--- config.mk ---
export PLATFORM = sky130hd
export DESIGN_NAME = minibyte_mem_arb
export DESIGN_NICKNAME = d
export VERILOG_FILES = /design/src/rtl/minibyte_pkg.sv /design/src/rtl/minibyte_satcnt.sv /design/src/rtl/minibyte_mem_arb.sv
export SDC_FILE = /design/constraint.sdc
export NUM_CORES = 1
export LEC_CHECK = 0
export ABC_AREA = 1
export ABC_CLOCK_PERIOD_IN_PS = 1700
export CAP_MARGIN = 20
export CORE_MARGIN = 8
export CORE_UTILIZATION = 25
export CTS_CLUSTER_DIAMETER = 60
export DETAILED_ROUTE_END_ITERATION = 10
export SYNTH_ARGS = -nofsm -noshare
export SYNTH_HDL_FRONTEND = slang
export SYNTH_SLANG_ARGS = --single-unit
--- constraint.sdc ---
create_clock -name clk_in -period 1.7 [get_ports clk_in]
set_input_delay 0.255 -clock clk_in [delete_from_list [all_inputs] [get_ports clk_in]]
set_output_delay 0.255 -clock clk_in [all_outputs]
set_load 0.03 [all_outputs]
--- src/rtl/minibyte_pkg.sv ---
// minibyte_pkg: arbiter state encoding, default timing constants and counter sizing.
package minibyte_pkg;
  typedef enum logic [1:0] {
    CPU   = 2'd0,
    DRAIN = 2'd1,
    DBG   = 2'd2,
    RET   = 2'd3
  } arb_state_e;
  localparam int CPU_MIN_CYCLES_DEF = 4;
  localparam int DBG_MAX_BURST_DEF = 8;
  // Wide enough to hold the larger limit; never below one bit so zero limits still build.
  function automatic int cnt_width(input int a, input int b);
    int m;
    m = a > b ? a : b;
    return m < 1 ? 1 : $clog2(m + 1);
  endfunction
endpackage

--- src/rtl/minibyte_satcnt.sv ---
// minibyte_satcnt: up-counter that stops at LIMIT, with synchronous clear.
module minibyte_satcnt #(
  parameter int W = 4,
  parameter int LIMIT = 8
) (
  input  logic         clk,
  input  logic         rst,
  input  logic         clr,
  input  logic         inc,
  output logic [W-1:0] cnt,
  output logic         sat
);
  localparam logic [W-1:0] LIM = W'(LIMIT);
  assign sat = cnt >= LIM;
  always_ff @(posedge clk or posedge rst)
    if (rst) cnt <= '0;
    else cnt <= clr ? '0 : (inc && !sat) ? cnt + 1'b1 : cnt;
endmodule

--- src/rtl/minibyte_mem_arb.sv ---
// minibyte_mem_arb: shares one memory bus between a CPU and a debug master by freezing the CPU.
// Define MINIBYTE_ARB_STATS_EN to enable the saturating debug-access counter on dbg_count_out.
module minibyte_mem_arb
  import minibyte_pkg::*;
#(
  parameter int CPU_MIN_CYCLES = CPU_MIN_CYCLES_DEF,
  parameter int DBG_MAX_BURST = DBG_MAX_BURST_DEF
) (
  input  logic       clk_in,
  input  logic       rst_in,
  input  logic [7:0] cpu_addr_in,
  input  logic [7:0] cpu_data_in,
  input  logic       cpu_we_in,
  input  logic       cpu_drive_in,
  output logic       cpu_ce_out,
  input  logic       dbg_req_in,
  input  logic [7:0] dbg_addr_in,
  input  logic [7:0] dbg_data_in,
  input  logic       dbg_we_in,
  output logic       dbg_gnt_out,
  output logic       dbg_ack_out,
  output logic [7:0] dbg_rdata_out,
  output logic [7:0] dbg_count_out,
  output logic [7:0] mem_addr_out,
  output logic [7:0] mem_data_out,
  output logic       mem_we_out,
  output logic       mem_drive_out,
  input  logic [7:0] mem_data_in
);
  localparam int CW = cnt_width(CPU_MIN_CYCLES, DBG_MAX_BURST);
  // Values in the cycle that completes the window / burst, so the edge closing it switches state.
  localparam logic [CW-1:0] WIN_LAST = CW'(CPU_MIN_CYCLES == 0 ? 0 : CPU_MIN_CYCLES - 1);
  localparam logic [CW-1:0] BUR_LAST = CW'(DBG_MAX_BURST == 0 ? 0 : DBG_MAX_BURST - 1);
  arb_state_e state, state_n;
  logic [CW-1:0] win_cnt, bur_cnt;
  logic win_sat, bur_sat, in_cpu, in_dbg, in_ret, access, dbg_wr, go, done;
  assign in_cpu = state == CPU;
  assign in_dbg = state == DBG;
  assign in_ret = state == RET;
  assign access = in_dbg && dbg_req_in;
  assign dbg_wr = access && dbg_we_in;
  assign go = dbg_req_in && (win_sat || win_cnt == WIN_LAST);
  assign done = !dbg_req_in || bur_sat || bur_cnt == BUR_LAST;
  always_comb
    state_n = in_cpu ? (go ? DRAIN : CPU) :
              state == DRAIN ? DBG :
              in_dbg ? (done ? RET : DBG) : CPU;
  minibyte_satcnt #(.W(CW), .LIMIT(CPU_MIN_CYCLES)) u_win (
    .clk(clk_in), .rst(rst_in), .clr(in_ret), .inc(in_cpu), .cnt(win_cnt), .sat(win_sat)
  );
  minibyte_satcnt #(.W(CW), .LIMIT(DBG_MAX_BURST)) u_bur (
    .clk(clk_in), .rst(rst_in), .clr(in_ret), .inc(access), .cnt(bur_cnt), .sat(bur_sat)
  );
`ifdef MINIBYTE_ARB_STATS_EN
  logic stats_sat;
  minibyte_satcnt #(.W(8), .LIMIT(255)) u_stats (
    .clk(clk_in), .rst(rst_in), .clr(1'b0), .inc(access && !stats_sat), .cnt(dbg_count_out),
    .sat(stats_sat)
  );
`else
  assign dbg_count_out = 8'h00;
`endif
  assign cpu_ce_out = in_cpu;
  assign dbg_gnt_out = in_dbg;
  assign mem_addr_out = in_dbg ? dbg_addr_in : cpu_addr_in;
  assign mem_data_out = in_dbg ? dbg_data_in : cpu_data_in;
  assign mem_we_out = in_cpu ? cpu_we_in : dbg_wr;
  assign mem_drive_out = in_cpu ? cpu_drive_in : dbg_wr;
  always_ff @(posedge clk_in or posedge rst_in)
    if (rst_in) begin
      state <= CPU;
      dbg_ack_out <= 1'b0;
      dbg_rdata_out <= 8'h00;
    end else begin
      state <= state_n;
      dbg_ack_out <= access;
      if (access && !dbg_we_in) dbg_rdata_out <= mem_data_in;
    end
endmodule

==> results of run 1 <==
==> where the power goes <==
part | total [uW] | internal (uW) | leakage [uW] | switching [uW]
Clock | 313 | 167 | 0.0000228 | 147
Sequential | 755 | 631 | 0.000242 | 124
Combinational | 2760 | 1170 | 0.000854 | 1590
==> final timing paths <==
path / to / from / slack, ns
setup reg to reg: dbg_rdata_out[6] / state[0] / 0.27
min in group clk_in: dbg_rdata_out[5] / dbg_rdata_out[5] / 0.47
hold / removal: u_win.cnt[0] / rst_in / 0.31
setup / recovery: mem_data_out[5] / state[0] / 0.02
max in group asynchronous: dbg_rdata_out[7] / rst_in / 1.18
hold reg to reg: dbg_rdata_out[5] / dbg_rdata_out[5] / 0.47
==> what timing repair did <==
item                                    4_1_cts  5_1_grt
pin swaps                                     0       15
buffers inserted                              1        1
resized for setup                             7       42
hold endpoints to repair                      0        0
endpoints found under the setup margin       18       17
cloned                                        0        1
hold buffers                                  0        0
==> cell usage in the layout (no fill, tap or decap), drive strengths merged <==
cell type	count
o21ai	1
inv	15
conb	8
nor3	1
nand3	17
a21oi	1
dfrtp	19
clkbuf	5
clkdlybuf4s50	54
nand3b	1
ha	7
nand2	87
buf	27
nor2	9
==> kinds of logic (layout without fill, tap and decap cells) <==
logic type | Yosys count | after routing
and+or+nand+nor | 115 | 115
DFF | 19 | 19
other | 1 | 8
AOI/OAI and AO/OA | 2 | 2
buffers and inverters | 27 | 101
adders and majority gates | 7 | 7
==> sequential cells by signal, summed over array words and instances (netlist names) <==
register	flops
u_bur.cnt	4
state	2
u_win.cnt	4
dbg_rdata_out	8
dbg_ack_out	1
==> per-stage QoR <==
stage / setup slack, ns / utilization, % / area [um2]
after floorplan: 0.0333 / - / 1250
after global placement: 0.174 / 41.6 / 1970
after detailed placement: 0.152 / 41.6 / 1970
after CTS: 0.00262 / 43.4 / 2050
after global routing: -0.0667 / 46.9 / 2220
final: 0.0226 / 46.9 / 2220
==> cell type report <==
type	count	area [um2]	share of cell area [%]
Sequential cell	19	475	21.5
Tap cell	67	83.8	3.78
Inverter	15	63.8	2.88
Multi-Input combinational cell	132	703	31.7
Clock buffer	4	45.0	2.03
Timing Repair Buffer	82	845	38.1
==> worst reg2reg max path, stage by stage (launching register included) <==
cell     delay (ns)
dfrtp_1        0.41
inv_2          0.11
ha_4           0.22
nand2_4        0.07
inv_4          0.06
buf_4          0.17
nand2_2        0.14
nand2_1        0.08
nand2_1        0.05
==> per-layer routing <==
layer / part of all wire [%] / up-vias / track usage (%)
li1: - / 666 / -
met1: 44 / 600 / 12.3
met2: 43 / 75 / 15.5
met3: 13 / 2 / 4.11
met4: 0.63 / 0 / 2.87
met5: 0 / - / 0
==> flow_summary.json, run 1 <==
{
  "critPathCaptureType": "output pin",
  "synth_area_leader_cell": "dfrtp_1",
  "worst-path-buf-inv": 3,
  "synth_top_family_by_area": "simple AND/OR/NAND/NOR gates",
  "crit_fanout": 8,
  "async_flop_share_pct": 100,
  "crit_arrival_ns": 1.42,
  "syn_area_um2": 1220,
  "clkSinkCount": 19,
  "vias_per_cell": 4.21,
  "reg2regPathDepth": 8,
  "synthSimpleGateAreaFrac_pct": 39.8,
  "cp_slowest_cell": "dfrtp_1",
  "max_cap_violations": 0,
  "syn_avg_cell_area_um2": 7.16,
  "synth_mux_area_share_pct": 0,
  "fin_skew_ns": 0.00275,
  "grt_pass1_vias": 1261,
  "synth_cells": 171,
  "antenna_left": 0,
  "die_w_um": 86.0,
  "synth_seq_cells": 19,
  "synth_edf_count": 0,
  "worstSetupPathType": "reg2out",
  "hold_class": "in2async",
  "finalPower_uw": 3830,
  "antenna_found_initial": 0,
  "route.detailed.drc": 0,
  "cp_top_family": "buffers and inverters",
  "crit_cells": 6,
  "synth_ff_type": "dfrtp_1",
  "wl_per_cell_um": 12.4,
  "worst_path_most_repeated_cell": "nand2_2",
  "die_area_um2": 7400,
  "required_ns": 1.44,
  "startpoint_type": "flop",
  "dp_cells": 312,
  "yosysMostFrequentCell": "nand2_1",
  "via_count": 1343,
  "p_leak_uw": 0.00112,
  "drive_above_1_share_pct": 25.8,
  "setup-violations-final": 0,
  "ir_worst_vdd_uv": 686,
  "netlist_top_cells_count": "nand2_1, dfrtp_1, nand3_1",
  "dpl.hpwl_mm": 3.09,
  "outcome": "completed",
  "grt_pass1_wl_mm": 6.04,
  "n_fill_cell": 459,
  "clock-root-buffer": "clkbuf_8",
  "cts_tree": "built",
  "layout.nets": 306,
  "core_region_area_um2": 4720,
  "hold_ws_ns": 0.310,
  "grt_max_degree": 20,
  "synth_compound_area_share_pct": 0.817,
  "worstSkewPairLatency_ns": 0.25,
  "finalNonFillerCells": 319,
  "synthDistinctLibCells": 22,
  "path_clk_slew_ns": 0.07,
  "rsz0062_at_grt": "yes",
  "clk_path_buf_depth": 2,
  "dr.pass1.iters": 4,
  "ys_seq_area_share_pct": 38.8,
  "synth_xor_area_share_pct": 0,
  "synth_top_cell_area_share_pct": 38.8,
  "num_rows": 25,
  "finalHoldViolCount": 0,
  "start_util_pct": 25.9,
  "max_stage_delay_ns": 0.41,
  "cts_inserted_buffers": 3,
  "yosysWarnings": 0,
  "wirelength_mm": 3.96,
  "power.density_nw_per_um2": 1730,
  "yosys-top-cells-area": "dfrtp_1, nand2_1, ha_1",
  "synth_fa_ha_area_share_pct": 7.15,
  "place_congestion": 0.759,
  "fin_tns_setup_ns": 0,
  "port_buffers": 74,
  "n_antenna_cell": 0,
  "drt_iter0_drc": 23,
  "gr-total-overflow": 0,
  "grt_use_total_pct": 9.98,
  "fin_crit_ns": 1.68,
  "max_freq_ghz": 0.596,
  "die_y_um": 86.0,
  "h-tree-depth": 1,
  "syn2layout_area_growth_pct": 80.9,
  "fin_crit_sh_pct": 98.7,
  "worstPathCellList": "inv_2 -> ha_4 -> clkbuf_16 -> nand2_2 -> nand2_2 -> buf_6",
  "io_pins": 83,
  "final-max-slew-violation-count": 0
}
(Power assumes the default switching activity.)
==> inputs of run 2 (changes only) <==
--- a/config.mk
+++ b/config.mk
@@ -12,6 +12,7 @@
 export CORE_UTILIZATION = 25
 export CTS_CLUSTER_DIAMETER = 60
 export DETAILED_ROUTE_END_ITERATION = 10
+export PLACE_DENSITY_LB_ADDON = 0.1
 export SYNTH_ARGS = -nofsm -noshare
 export SYNTH_HDL_FRONTEND = slang
 export SYNTH_SLANG_ARGS = --single-unit
==> flow_summary.json, run 2 (same netlist as run 1, synthesis figures left out) <==
{
  "grt_pass1_vias": 1214,
  "die_y_um": 86.0,
  "antenna_found_initial": 0,
  "route.detailed.drc": 0,
  "grt_max_degree": 20,
  "largest_register_ffs": 8,
  "pwr-share-comb_pct": 70.0,
  "wirelength_mm": 4.07,
  "worstSetupPathType": "reg2out",
  "dpl.hpwl_mm": 3.37,
  "layout.nets": 306,
  "layout_common_cells": "nand2_1, clkdlybuf4s50_1, buf_4",
  "largestRegisters": "dbg_rdata_out x8, u_bur.cnt x4, u_win.cnt x4",
  "h-tree-depth": 1,
  "ir_worst_vdd_uv": 711,
  "regMostFlops": "dbg_rdata_out",
  "drt_iter0_drc": 22,
  "n_fill_cell": 484,
  "cts_inserted_buffers": 3,
  "die_w_um": 86.0,
  "antenna_left": 0,
  "grt_pass1_wl_mm": 6.20,
  "worstSkewPairLatency_ns": 0.26,
  "outcome": "completed",
  "wl_per_cell_um": 12.7,
  "clkSinkCount": 19,
  "port_buffers": 74,
  "place_congestion": 0.741,
  "setup-violations-final": 0,
  "hold_class": "in2async",
  "max_cap_violations": 0,
  "final_util_pct": 44.2,
  "drive_above_1_share_pct": 17.5,
  "fin_crit_sh_pct": 97.9,
  "crit_fanout": 7,
  "clk_path_buf_depth": 2,
  "n_antenna_cell": 0,
  "fin_skew_ns": 0.00112,
  "seq_power_share_pct": 21.1,
  "num_rows": 25,
  "p_switching_uw": 1760,
  "path_clk_slew_ns": 0.07,
  "required_ns": 1.44,
  "core_region_area_um2": 4720,
  "die_area_um2": 7400,
  "power_frac_clock_pct": 8.9,
  "syn2layout_area_growth_pct": 70.3,
  "max_freq_ghz": 0.601,
  "gr-total-overflow": 0,
  "fin_crit_ns": 1.66,
  "intPower_uw": 1790,
  "io_pins": 83,
  "final-max-slew-violation-count": 0,
  "dp_cells": 310,
  "via_count": 1248,
  "ctsHoldBuffers": 0,
  "multi_input_area_um2": 633,
  "mostFrequentLayoutCell": "nand2_1",
  "cts_tree": "built",
  "start_util_pct": 25.9,
  "crit_arrival_ns": 1.41,
  "startpoint_type": "flop",
  "vias_per_cell": 3.91,
  "grt_use_total_pct": 10.5,
  "finalHoldViolCount": 0,
  "p_leak_uw": 0.00108,
  "power.density_nw_per_um2": 1700,
  "clock-root-buffer": "clkbuf_8",
  "dr.pass1.iters": 4,
  "finalNonFillerCells": 319,
  "rsz0062_at_grt": "yes",
  "regArea_um2": 475,
  "swShare_pct": 49.6,
  "critPathCaptureType": "output pin"
}
## run 2: changes by cell type in the layout (fill, tap and decap cells not counted), sizes merged
cell	change
buf	+1
clkbuf	-1
## run 2: worst paths after layout
kind / cells past startpoint / to / start / slack (ns)
setup / recovery: 7 / mem_we_out / state[0] / 0.04
hold / removal: 3 / u_win.cnt[1] / rst_in / 0.31
setup reg to reg: 7 / u_win.cnt[1] / state[1] / 0.44
hold reg to reg: 2 / dbg_rdata_out[4] / dbg_rdata_out[4] / 0.47
max in group asynchronous: 3 / dbg_rdata_out[3] / rst_in / 1.19
min in group clk_in: 2 / dbg_rdata_out[4] / dbg_rdata_out[4] / 0.47
## run 2: critical path, cell delays in order (launching register included)
cell	delay [ns]
dfrtp_1	0.41
inv_2	0.09
ha_4	0.20
nand2_4	0.10
inv_8	0.08
nand2_1	0.06
nand2_1	0.06
buf_4	0.15
## run 2: power by group through the flow
stage / Clock (uW) / Sequential, uW / Combinational [uW]
6_report: 318 / 750 / 2490
5_1_grt: 353 / 772 / 2700
4_1_cts: 330 / 751 / 2450
3_5_place_dp: 0 / 754 / 2400
3_3_place_gp: 0 / 746 / 2410
2_1_floorplan: 0 / 933 / 1310
## run 2: what timing repair did
action                     4_1_cts  5_1_grt
setup buffers                    1        4
resized for setup                4        4
pin swaps                        0        0
cloned                           0        0
setup endpoints to repair       18       17
## run 2: layout make-up
class	count	area share (%)
Clock buffer	4	2.16
Tap cell	67	4.02
Inverter	15	3.30
Sequential cell	19	22.8
Multi-Input combinational cell	132	30.4
Timing Repair Buffer	82	37.4
## run 2: metal layers
layer	share of wire [%]	global-route usage (%)
met5	0	0
met4	0.79	2.39
met2	42	17.5
met1	45	12.4
met3	12	3.92
## run 2: metrics by stage
| stage | cell area [um2] | hold WS, ns | setup slack (ns) | setup TNS [ns] | total power [uW] |
|---|---|---|---|---|---|
| 5_1_grt | 2090 | 0.336 | -0.0529 | -0.242 | 3820 |
| 3_3_place_gp | 1980 | 0.456 | 0.127 | 0 | 3150 |
| 2_1_floorplan | 1250 | 0.206 | 0.0333 | 0 | 2240 |
| 3_5_place_dp | 1980 | 0.465 | 0.119 | 0 | 3150 |
| 6_report | 2090 | 0.313 | 0.0363 | 0 | 3550 |
| 4_1_cts | 2040 | 0.323 | 0.00275 | 0 | 3530 |
